## src/rtl/avalon_master_pattern_tester.sv

```systemverilog
// Avalon-MM master test engine: writes an incrementing pattern over a word
// range, reads it back and counts mismatches. Modes: write, read-check,
// write-then-verify. All outputs are registered.
module avalon_master_pattern_tester #(
  parameter int unsigned ADDR_WIDTH = 26,
  parameter int unsigned DATA_WIDTH = 32,
  parameter int unsigned NUM_WORDS  = 1024,
  parameter int unsigned CNT_WIDTH  = 16
) (
  input  logic                    clock,
  input  logic                    reset,
  input  logic                    start,
  input  logic [1:0]              mode,
  input  logic [ADDR_WIDTH-1:0]   base_addr,
  input  logic [DATA_WIDTH-1:0]   seed,
  output logic [ADDR_WIDTH-1:0]   avm_address,
  output logic                    avm_read,
  output logic                    avm_write,
  output logic [DATA_WIDTH-1:0]   avm_writedata,
  output logic [DATA_WIDTH/8-1:0] avm_byteenable,
  input  logic                    avm_waitrequest,
  input  logic [DATA_WIDTH-1:0]   avm_readdata,
  input  logic                    avm_readdatavalid,
  output logic                    busy,
  output logic                    done,
  output logic [CNT_WIDTH-1:0]    err_count,
  output logic [ADDR_WIDTH-1:0]   first_err_addr
);

  localparam int unsigned BE_WIDTH  = DATA_WIDTH / 8;
  localparam int unsigned IDX_WIDTH = (NUM_WORDS > 1) ? $clog2(NUM_WORDS) : 1;
  localparam logic [IDX_WIDTH-1:0]  LAST_IDX  = IDX_WIDTH'(NUM_WORDS - 1);
  localparam logic [ADDR_WIDTH-1:0] ADDR_STEP = ADDR_WIDTH'(BE_WIDTH);

  localparam logic [1:0] MODE_WRITE  = 2'b00;
  localparam logic [1:0] MODE_READ   = 2'b01;
  localparam logic [1:0] MODE_VERIFY = 2'b10;

  typedef enum logic [2:0] {
    IDLE,
    WR,
    RD,
    RD_WAIT,
    FIN
  } state_t;

  state_t                  state;
  logic [IDX_WIDTH-1:0]    idx;
  logic [1:0]              mode_q;
  logic [ADDR_WIDTH-1:0]   base_q;
  logic [DATA_WIDTH-1:0]   seed_q;
  logic                    last_word;

  // Current word is the final one of the range
  assign last_word = (idx == LAST_IDX);

  // Run sequencer; avm_writedata doubles as the expected pattern (seed + i) during reads
  always_ff @(posedge clock) begin
    if (reset) begin
      state          <= IDLE;
      idx            <= '0;
      mode_q         <= '0;
      base_q         <= '0;
      seed_q         <= '0;
      avm_address    <= '0;
      avm_read       <= 1'b0;
      avm_write      <= 1'b0;
      avm_writedata  <= '0;
      avm_byteenable <= '0;
      busy           <= 1'b0;
      done           <= 1'b0;
      err_count      <= '0;
      first_err_addr <= '0;
    end else begin
      done <= 1'b0;
      case (state)
        IDLE: begin
          if (start) begin
            mode_q         <= mode;
            base_q         <= base_addr;
            seed_q         <= seed;
            idx            <= '0;
            err_count      <= '0;
            first_err_addr <= '0;
            avm_address    <= base_addr;
            avm_writedata  <= seed;
            busy           <= 1'b1;
            case (mode)
              MODE_WRITE, MODE_VERIFY: begin
                state          <= WR;
                avm_write      <= 1'b1;
                avm_byteenable <= '1;
              end
              MODE_READ: begin
                state          <= RD;
                avm_read       <= 1'b1;
                avm_byteenable <= '1;
              end
              default: state <= FIN;
            endcase
          end
        end

        WR: begin
          if (!avm_waitrequest) begin
            if (last_word) begin
              idx       <= '0;
              avm_write <= 1'b0;
              if (mode_q == MODE_VERIFY) begin
                state         <= RD;
                avm_read      <= 1'b1;
                avm_address   <= base_q;
                avm_writedata <= seed_q;
              end else begin
                state          <= FIN;
                avm_byteenable <= '0;
              end
            end else begin
              idx           <= idx + IDX_WIDTH'(1);
              avm_address   <= avm_address + ADDR_STEP;
              avm_writedata <= avm_writedata + DATA_WIDTH'(1);
            end
          end
        end

        RD: begin
          if (!avm_waitrequest) begin
            state          <= RD_WAIT;
            avm_read       <= 1'b0;
            avm_byteenable <= '0;
          end
        end

        RD_WAIT: begin
          if (avm_readdatavalid) begin
            if (avm_readdata != avm_writedata) begin
              if (err_count != '1) begin
                err_count <= err_count + CNT_WIDTH'(1);
              end
              if (err_count == '0) begin
                first_err_addr <= avm_address;
              end
            end
            if (last_word) begin
              state <= FIN;
            end else begin
              state          <= RD;
              idx            <= idx + IDX_WIDTH'(1);
              avm_address    <= avm_address + ADDR_STEP;
              avm_writedata  <= avm_writedata + DATA_WIDTH'(1);
              avm_read       <= 1'b1;
              avm_byteenable <= '1;
            end
          end
        end

        FIN: begin
          done  <= 1'b1;
          busy  <= 1'b0;
          state <= IDLE;
        end

        default: state <= IDLE;
      endcase
    end
  end

endmodule
```

## config.mk

```make
export PLATFORM = sky130hd
export DESIGN_NAME = avalon_master_pattern_tester
export DESIGN_NICKNAME = d
export VERILOG_FILES = /design/src/rtl/avalon_master_pattern_tester.sv
export SDC_FILE = /design/constraint.sdc
export NUM_CORES = 1
export LEC_CHECK = 0
export BUFFER_PORTS_ARGS = -buffer_cell sky130_fd_sc_hd__buf_2
export CORE_MARGIN = 3
export CORE_UTILIZATION = 40
export DETAILED_ROUTE_END_ITERATION = 12
export PLACE_DENSITY = 0.68
export SETUP_SLACK_MARGIN = 0.02
export SLEW_MARGIN = 20
export SYNTH_ARGS = -nofsm -noshare
export SYNTH_HDL_FRONTEND = slang
export SYNTH_SLANG_ARGS = --single-unit
```

## constraint.sdc

```tcl
create_clock -name clock -period 6.2 [get_ports clock]
set_input_delay 0.62 -clock clock [delete_from_list [all_inputs] [get_ports clock]]
set_output_delay 0.62 -clock clock [all_outputs]
set_load 0.01 [all_outputs]
```

==> flow_summary.toml, run 1 <==
[sta]
worst_slack_ns = 2.67
tightest_slew_ns = 1.09
finalSetupViolations = 0
finalSetupTns_ns = 0
post-route-period-util_pct = 57.0
clock.fmax_mhz = 283
drv_slew = 0
max_slew_margin_pct = 27.0
finClkSkew_ns = 0.0107
hold_viol = 0
finalCriticalPeriod_ns = 3.53
rsz0062_at_grt = "no"

[yosys]
async_flop_share_pct = 0
synth_top_area_share_pct = 39.0
synth_edf_count = 0
synth_seq_cells = 178
synthTopCellsByCount = "nand2_1 (235), dfxtp_1 (178), a21oi_1 (141), clkbuf_1 (74), o21ai_0 (58)"
ys_warn_count = 0
synth_top_cell_by_area = "dfxtp_1"
syn_nets = 1281
ys_seq_area_share_pct = 39.0
synthesis.area_mm2 = 0.00914
synthCells = 1178
syn_area_per_cell_um2 = 7.76
netlist_top_cells_area = "dfxtp_1 (39%), nand2_1 (9.7%), a21oi_1 (7.7%)"
synthDistinctLibCells = 66
ys.flop_type = "dfxtp_1"
synth.most_common_cell = "nand2_1"

[route]
ant_nets = 0
dr.pass1.iters = 5
drt-total-wl_um = 31000
vias = 9628
wl_per_cell_um = 19.2
drc = 0
initialDrtViolationCount = 797
post_drt_via_cell_ratio = 5.95

[clock_network]
clkSinkCount = 178
post_cts_buffers = 0
clk_path_buf_depth = 2
clkSlewWorstSetupHoldPaths_ns = 0.07
cts_root_buffer = "clkbuf_16"
cts_tree = "built"
holdBufCountCts = 0
clk_latency_ns = 0.43
cts_htree_levels = 4
ctsResizeCount = 0
cts_made_buffers = 17

[global_routing]
grt_first_pass_wirelength_um = 48300
grt-ovfl-total = 0
grt_max_degree = 73
grt_pass1_vias = 8784
antenna_found_initial = 0
grt_usage_pct = 24.3

[critical_path]
end_kind = "flip-flop"
critPathLaunchType = "flip-flop"
reg2reg_to = "avm_writedata[28]$_SDFFE_PP0P_"
critical_path_class = "reg2reg"
r2r_start = "state[0]$_SDFFE_PP0P_"
reg2reg_depth = 7
worstPathMaxFanout = 38
rrSetupSlack_ns = 2.67
critical_path_arrival_ns = 3.89
required_ns = 6.56

[hold_path]
hp-class = "in2reg"
hold_depth = 3
hp-start = "seed[9]"
min_to = "seed_q[9]$_SDFFE_PP0P_"

[die]
die_w_um = 157
core_area_mm2 = 0.0222
die_h_um = 157
rows = 54
ios = 205
die-area_mm2 = 0.0247
initial_utilization_pct = 41.2

[placement]
gp_congestion = 0.899
io_buffers = 204
place_ws_ns = 2.70
dp_hpwl_um = 20600

[run_status]
status = "completed"

[power_and_ir_drop]
p_leak_nw = 4.38
p_total_w = 0.00455
powerDensity_mw_per_mm2 = 416
ir_drop_v = 0.000229

[cells_and_area]
drive_above_1_share_pct = 20.3
area_growth_pct = 19.6
antenna_cells = 0
final_nets = 1427

[run]
max_cap_viol_count = 0
## cells in the final DEF, fill, tap and decap left out, types with 25 or more instances in the layout
master,instances
a21oi_1,141
a22o_1,26
and3_1,41
buf_2,203
dfxtp_1,178
nand2_1,235
nand3_1,47
nand4_1,25
nor2_1,37
o21ai_0,58
xnor2_1,28
## through the flow
stage / cell area, um2 / util, % / hold WS [ns] / instances
after floorplan: 9140 / - / 0.432 / 1178
after global placement: 10300 / 46.4 / 0.437 / 1584
after detailed placement: 10300 / 46.4 / 0.442 / 1584
after CTS: 10900 / 49.2 / 0.415 / 1616
after global routing: 10900 / 49.3 / 0.426 / 1617
final: 10900 / 49.3 / 0.429 / 1617
## registers in the layout, indices dropped and copies added, names as in the netlist
signal / cells
avm_writedata: 32
seed_q: 32
avm_address: 26
base_q: 26
first_err_addr: 26
err_count: 16
idx: 10
state: 3
mode_q: 2
avm_byteenable: 1
avm_read: 1
avm_write: 1
busy: 1
done: 1
## area by class of cell
type,instances,area (um2)
timing repair buffer,220,1150
inverter,22,82.6
multi-input combinational,885,5150
clock inverter,14,201
clock buffer,18,439
tap,280,350
sequential,178,3560
fill,2207,11200
## per-layer routing
metal | global-route usage [%] | vias up | routed length (um)
met5 | 0 | - | 0
met4 | 3.80 | 0 | 224
met3 | 5.36 | 15 | 2820
met2 | 40.3 | 470 | 14700
met1 | 33.4 | 4552 | 13300
li1 | - | 4591 | -
## cell families after synthesis
logic type | after synthesis | synth area share (%)
adders and majority gates | 6 | 0.821
xor gates and xnor gates | 40 | 3.83
and+or+nand+nor | 487 | 26.1
DFF | 178 | 39.0
muxes | 5 | 0.561
buffers and inverters | 115 | 5.24
AOI/OAI and AO/OA | 347 | 24.5
## worst max-delay path by stage
stage,cells after the start,start,to
after global placement,7,state[0]$_SDFFE_PP0P_,avm_writedata[28]$_SDFFE_PP0P_
final,7,state[0]$_SDFFE_PP0P_,avm_writedata[28]$_SDFFE_PP0P_
after global routing,7,state[0]$_SDFFE_PP0P_,avm_writedata[28]$_SDFFE_PP0P_
after detailed placement,7,state[1]$_SDFFE_PP0P_,first_err_addr[23]$_SDFFE_PP0P_
after floorplan,8,avm_readdata[31],err_count[1]$_SDFFE_PP0P_
after CTS,7,state[1]$_SDFFE_PP0P_,first_err_addr[23]$_SDFFE_PP0P_
## power by group
part | leakage (nW) | internal [W] | total, W | switching, W
Sequential | 1.45 | 0.00136 | 0.00170 | 0.000337
Combinational | 2.61 | 0.000578 | 0.00166 | 0.00108
Clock | 0.313 | 0.000694 | 0.00119 | 0.000500
Total | 4.38 | 0.00264 | 0.00455 | 0.00192
## critical path, cell delays in order (launching register included)
cell	delay (ns)
dfxtp_1	0.66
nor2b_4	0.82
o31a_1	0.85
buf_4	0.41
nand2_1	0.15
nor4bb_1	0.28
o21ai_0	0.11
a21oi_1	0.16
Power figures use the tool's default switching activity.
==> run 2, diff against run 1 <==
Clock period 6.2 ns to 3.6 ns, I/O delays scaled along.
==> run 2 against run 1 <==
Combinational power is 79% higher. Sequential cell count stayed put. Critical path depth stayed put. Die area stayed put. Wire length is 0.68% lower. Final cell count is 0.62% higher. Clock skew is 0.00084 ns higher. Sequential power is 69% higher. Worst setup slack worse by 1.9 ns. Power is 70% higher. Largest cell class unchanged. Cell area is 0.16% higher. Register-to-register slack worse by 1.9 ns.
==> flow_summary.toml, run 2 (synthesis results as in run 1) <==
[die]
die_w_um = 157
initial_utilization_pct = 41.2
rows = 54
die_h_um = 157
core_area_mm2 = 0.0222
die-area_mm2 = 0.0247
ios = 205

[route]
drt-total-wl_um = 30800
dr.pass1.iters = 5
ant_nets = 0
vias = 9717
post_drt_via_cell_ratio = 5.97
initialDrtViolationCount = 942
drc = 0
wl_per_cell_um = 18.9

[global_routing]
grt-ovfl-total = 0
grt_first_pass_wirelength_um = 47600
grt_max_degree = 52
grt_pass1_vias = 8634
grt_usage_pct = 24.0
antenna_found_initial = 0

[power_and_ir_drop]
p_seq_share_pct = 37.3
p_clk_share_pct = 24.3
powerDensity_mw_per_mm2 = 706
combPwrFrac_pct = 38.4
p_int_w = 0.00444
switchingPower_w = 0.00329
p_sw_share_pct = 42.5
ir_drop_v = 0.000353
p_leak_nw = 4.40

[critical_path]
end_kind = "flip-flop"
worstPathMaxFanout = 25
critical_path_arrival_ns = 3.19
critPathLaunchType = "flip-flop"
critical_path_class = "reg2reg"
required_ns = 3.97

[sta]
drv_slew = 0
hold_ws_ns = 0.177
clock.fmax_mhz = 355
finClkSkew_ns = 0.0116
tightest_slew_ns = 1.09
finalCriticalPeriod_ns = 2.82
finalSetupViolations = 0
max_slew_margin_pct = 27.2
finalSetupTns_ns = 0
rsz0062_at_grt = "no"
hold_viol = 0
post-route-period-util_pct = 78.2

[cells_and_area]
area_growth_pct = 19.8
drive_above_1_share_pct = 20.7
final_common_cell = "nand2_1"
reg_top3 = "avm_writedata x32, seed_q x32"
final_nets = 1436
final_cell_mix = "nand2_1 (235), buf_2 (203), dfxtp_1 (178)"

[clock_network]
cts_tree = "built"
holdBufCountCts = 0
clkSlewWorstSetupHoldPaths_ns = 0.07
cts_htree_levels = 4
clk_path_buf_depth = 2
clkSinkCount = 178
clk_latency_ns = 0.43
cts_made_buffers = 17
ctsResizeCount = 0
cts_root_buffer = "clkbuf_16"
post_cts_buffers = 0

[placement]
gp_congestion = 0.948
dp_hpwl_um = 21000
io_buffers = 204

[run]
max_cap_viol_count = 0

[run_status]
status = "completed"

[hold_path]
hp-class = "in2reg"
-- run 2: cell types whose count changed in the layout (fill, tap and decap cells not counted), sizes merged --
cell	delta
buf	+10
bufinv	-2
clkbuf	-1
clkinvlp	+1
diode	+1
inv	+1
-- run 2: worst paths after layout --
check                          start                             end  slack [ns]  cells past startpoint
min                         seed[18]         seed_q[18]$_SDFFE_PP0P_        0.18                      3
min reg2reg  base_q[23]$_SDFFE_PP0P_         base_q[23]$_SDFFE_PP0P_        0.45                      2
max reg2reg    state[0]$_SDFFE_PP0P_  avm_writedata[21]$_SDFFE_PP0P_        0.78                      7
max            state[0]$_SDFFE_PP0P_  avm_writedata[21]$_SDFFE_PP0P_        0.78                      7
-- run 2: power groups by stage --
stage | Combinational (W) | Sequential [W] | Clock [W]
floorplan | 0.00190 | 0.00282 | 0
global placement | 0.00289 | 0.00289 | 0
detailed placement | 0.00293 | 0.00290 | 0
CTS | 0.00294 | 0.00286 | 0.00191
global route | 0.00325 | 0.00293 | 0.00200
finish | 0.00297 | 0.00288 | 0.00188
-- run 2: cell type report --
| class | instances | area (um2) |
|---|---|---|
| Clock inverter | 14 | 151 |
| Fill cell | 2191 | 11200 |
| Antenna cell | 1 | 2.50 |
| Sequential cell | 178 | 3560 |
| Tap cell | 280 | 350 |
| Multi-Input combinational cell | 885 | 5140 |
| Clock buffer | 18 | 439 |
| Timing Repair Buffer | 229 | 1220 |
| Inverter | 22 | 82.6 |
-- run 2: per-stage QoR --
stage          total power (W)  utilization, %  instance area, um2  std cells  setup WS (ns)
2_1_floorplan          0.00472               -                9140       1178           1.37
3_3_place_gp           0.00579            46.7               10400       1594          0.947
3_5_place_dp           0.00583            46.7               10400       1594          0.872
4_1_cts                0.00771            49.4               11000       1626          0.801
5_1_grt                0.00818            49.4               11000       1626          0.575
6_report               0.00773            49.4               11000       1627          0.785
-- run 2: per-layer routing --
| metal | wire (um) | track usage [%] | share of wire [%] | vias up |
|---|---|---|---|---|
| li1 | - | - | - | 4615 |
| met1 | 13200 | 33.7 | 43 | 4529 |
| met2 | 14000 | 37.8 | 46 | 526 |
| met3 | 3070 | 5.11 | 9.9 | 47 |
| met4 | 563 | 5.95 | 1.8 | 0 |
| met5 | 0 | 0 | 0 | - |
-- run 2: worst max-delay path: stages, from the launching register on --
cell,delay [ns]
dfxtp_1,0.64
nor2b_4,0.58
buf_4,0.36
nand2_1,0.10
buf_4,0.26
or4_1,0.55
nand3_1,0.12
a32o_1,0.12
==> run 3, diff against run 2 <==
Clock period 3.6 ns to 3 ns, I/O delays scaled along.
==> run 3 against run 2 <==
Sequential power up 18%. Highest routed layer unchanged. Cell area increased by 1.2%. Utilization rose by 0.59 points. Clock-buffer cell count shrank 1. Critical endpoint is now err_count[10]$_SDFFE_PP0P_. Clock power up 21%. Maximum frequency is 8.9% higher.
==> flow_summary.toml, run 3 (synthesis results as in run 1) <==
[die]
core_area_mm2 = 0.0222
die_h_um = 157
die-area_mm2 = 0.0247
ios = 205
rows = 54
die_w_um = 157
initial_utilization_pct = 41.2

[sta]
tightest_slew_ns = 0.762
rsz0062_at_grt = "no"
post-route-period-util_pct = 86.2
finalSetupViolations = 0
finalSetupTns_ns = 0
finalCriticalPeriod_ns = 2.58
drv_slew = 0
finClkSkew_ns = 0.0133
max_slew_margin_pct = 49.2
hold_viol = 0
clock.fmax_mhz = 387

[route]
ant_nets = 0
post_drt_via_cell_ratio = 5.91
met1Wirelength_um = 13400
wl_met3_um = 2640
vias = 9699
drt-total-wl_um = 31100
wl_per_cell_um = 18.9
wl_met2_um = 14400
dr.pass1.iters = 6
routed.top_layer = "met4"
drc = 0
initialDrtViolationCount = 1090

[placement]
io_buffers = 204
gp_congestion = 0.890
dp_cells = 1610
dp_hpwl_um = 21400

[cells_and_area]
drive_above_1_share_pct = 21.7
reg_top3 = "avm_writedata x32, seed_q x32"
antenna_cells = 0
final_cells = 1642
final_common_cell = "nand2_1"
final_cell_mix = "nand2_1 (235), buf_2 (203), dfxtp_1 (178)"
final_nets = 1452
area_growth_pct = 21.3

[critical_path]
critical_path_class = "reg2reg"
critical_path_arrival_ns = 2.92
r2r_start = "state[0]$_SDFFE_PP0P_"
worstPathMaxFanout = 28
crit_path_start = "state[0]$_SDFFE_PP0P_"
required_ns = 3.33
reg2reg_to = "err_count[10]$_SDFFE_PP0P_"
reg2reg_depth = 7
rrSetupSlack_ns = 0.42
end_kind = "flip-flop"
cp-endpoint = "err_count[10]$_SDFFE_PP0P_"
critPathLaunchType = "flip-flop"

[power_and_ir_drop]
p_leak_nw = 4.49
ir_drop_v = 0.000398
powerDensity_mw_per_mm2 = 845

[global_routing]
grt_max_degree = 44
grt-ovfl-total = 0
grt_first_pass_wirelength_um = 48300
antenna_found_initial = 0
grt_pass1_vias = 8905
grt_usage_pct = 24.4

[clock_network]
clkSinkCount = 178
cts_htree_levels = 4
ctsResizeCount = 0
clkSlewWorstSetupHoldPaths_ns = 0.08
cts_tree = "built"
cts_made_buffers = 17
clk_latency_ns = 0.43
holdBufCountCts = 0
post_cts_buffers = 0
cts_root_buffer = "clkbuf_16"
clk_path_buf_depth = 2

[run]
max_cap_viol_count = 0

[run_status]
status = "completed"

[hold_path]
hp-class = "in2reg"
[run 3: metrics by stage]
stage	power (W)	cell area (um2)	utilization, %	setup WS [ns]	hold slack (ns)
2_1_floorplan	0.00567	9140	-	0.771	0.432
3_3_place_gp	0.00701	10500	47.3	0.457	0.437
3_5_place_dp	0.00708	10500	47.3	0.435	0.442
4_1_cts	0.00935	11100	50.0	0.425	0.0958
5_1_grt	0.00991	11100	50.0	0.123	0.100
6_report	0.00937	11100	50.0	0.415	0.112
[run 3: power breakdown]
group | switching (W) | total, W | internal [W]
clock | 0.00109 | 0.00228 | 0.00119
combinational | 0.00238 | 0.00370 | 0.00132
sequential | 0.000576 | 0.00339 | 0.00282
total | 0.00404 | 0.00937 | 0.00533
[run 3: how the worst min path moves through the flow]
stage	start	end	slack [ns]	depth (start not counted)
2_1_floorplan	base_q[0]$_SDFFE_PP0P_	base_q[0]$_SDFFE_PP0P_	0.43	2
3_3_place_gp	seed_q[25]$_SDFFE_PP0P_	seed_q[25]$_SDFFE_PP0P_	0.44	2
3_5_place_dp	seed_q[25]$_SDFFE_PP0P_	seed_q[25]$_SDFFE_PP0P_	0.44	2
4_1_cts	base_addr[23]	base_q[23]$_SDFFE_PP0P_	0.1	3
5_1_grt	seed[31]	seed_q[31]$_SDFFE_PP0P_	0.10	3
6_report	base_addr[3]	base_q[3]$_SDFFE_PP0P_	0.11	3
[run 3: critical path, stage by stage, from the launching register on]
cell and delay, ns:
dfxtp_1 0.38, nand3b_4 0.15, or4_1 0.56, nor4_2 0.31, and3_1 0.39, buf_4 0.33
and4b_1 0.24, mux2i_1 0.11
[run 3: final cells by class]
class	instances	area [um2]
fill	2196	11100
clock buffer	17	425
clock inverter	15	170
timing repair buffer	245	1340
sequential	178	3560
inverter	22	82.6
tap	280	350
multi-input combinational	885	5150
[run 3: routing by layer]
metal / up-vias / GRT usage, %
met5: - / 0
met4: 0 / 6.74
met3: 39 / 4.89
met2: 478 / 39.3
met1: 4551 / 33.4
li1: 4631 / -
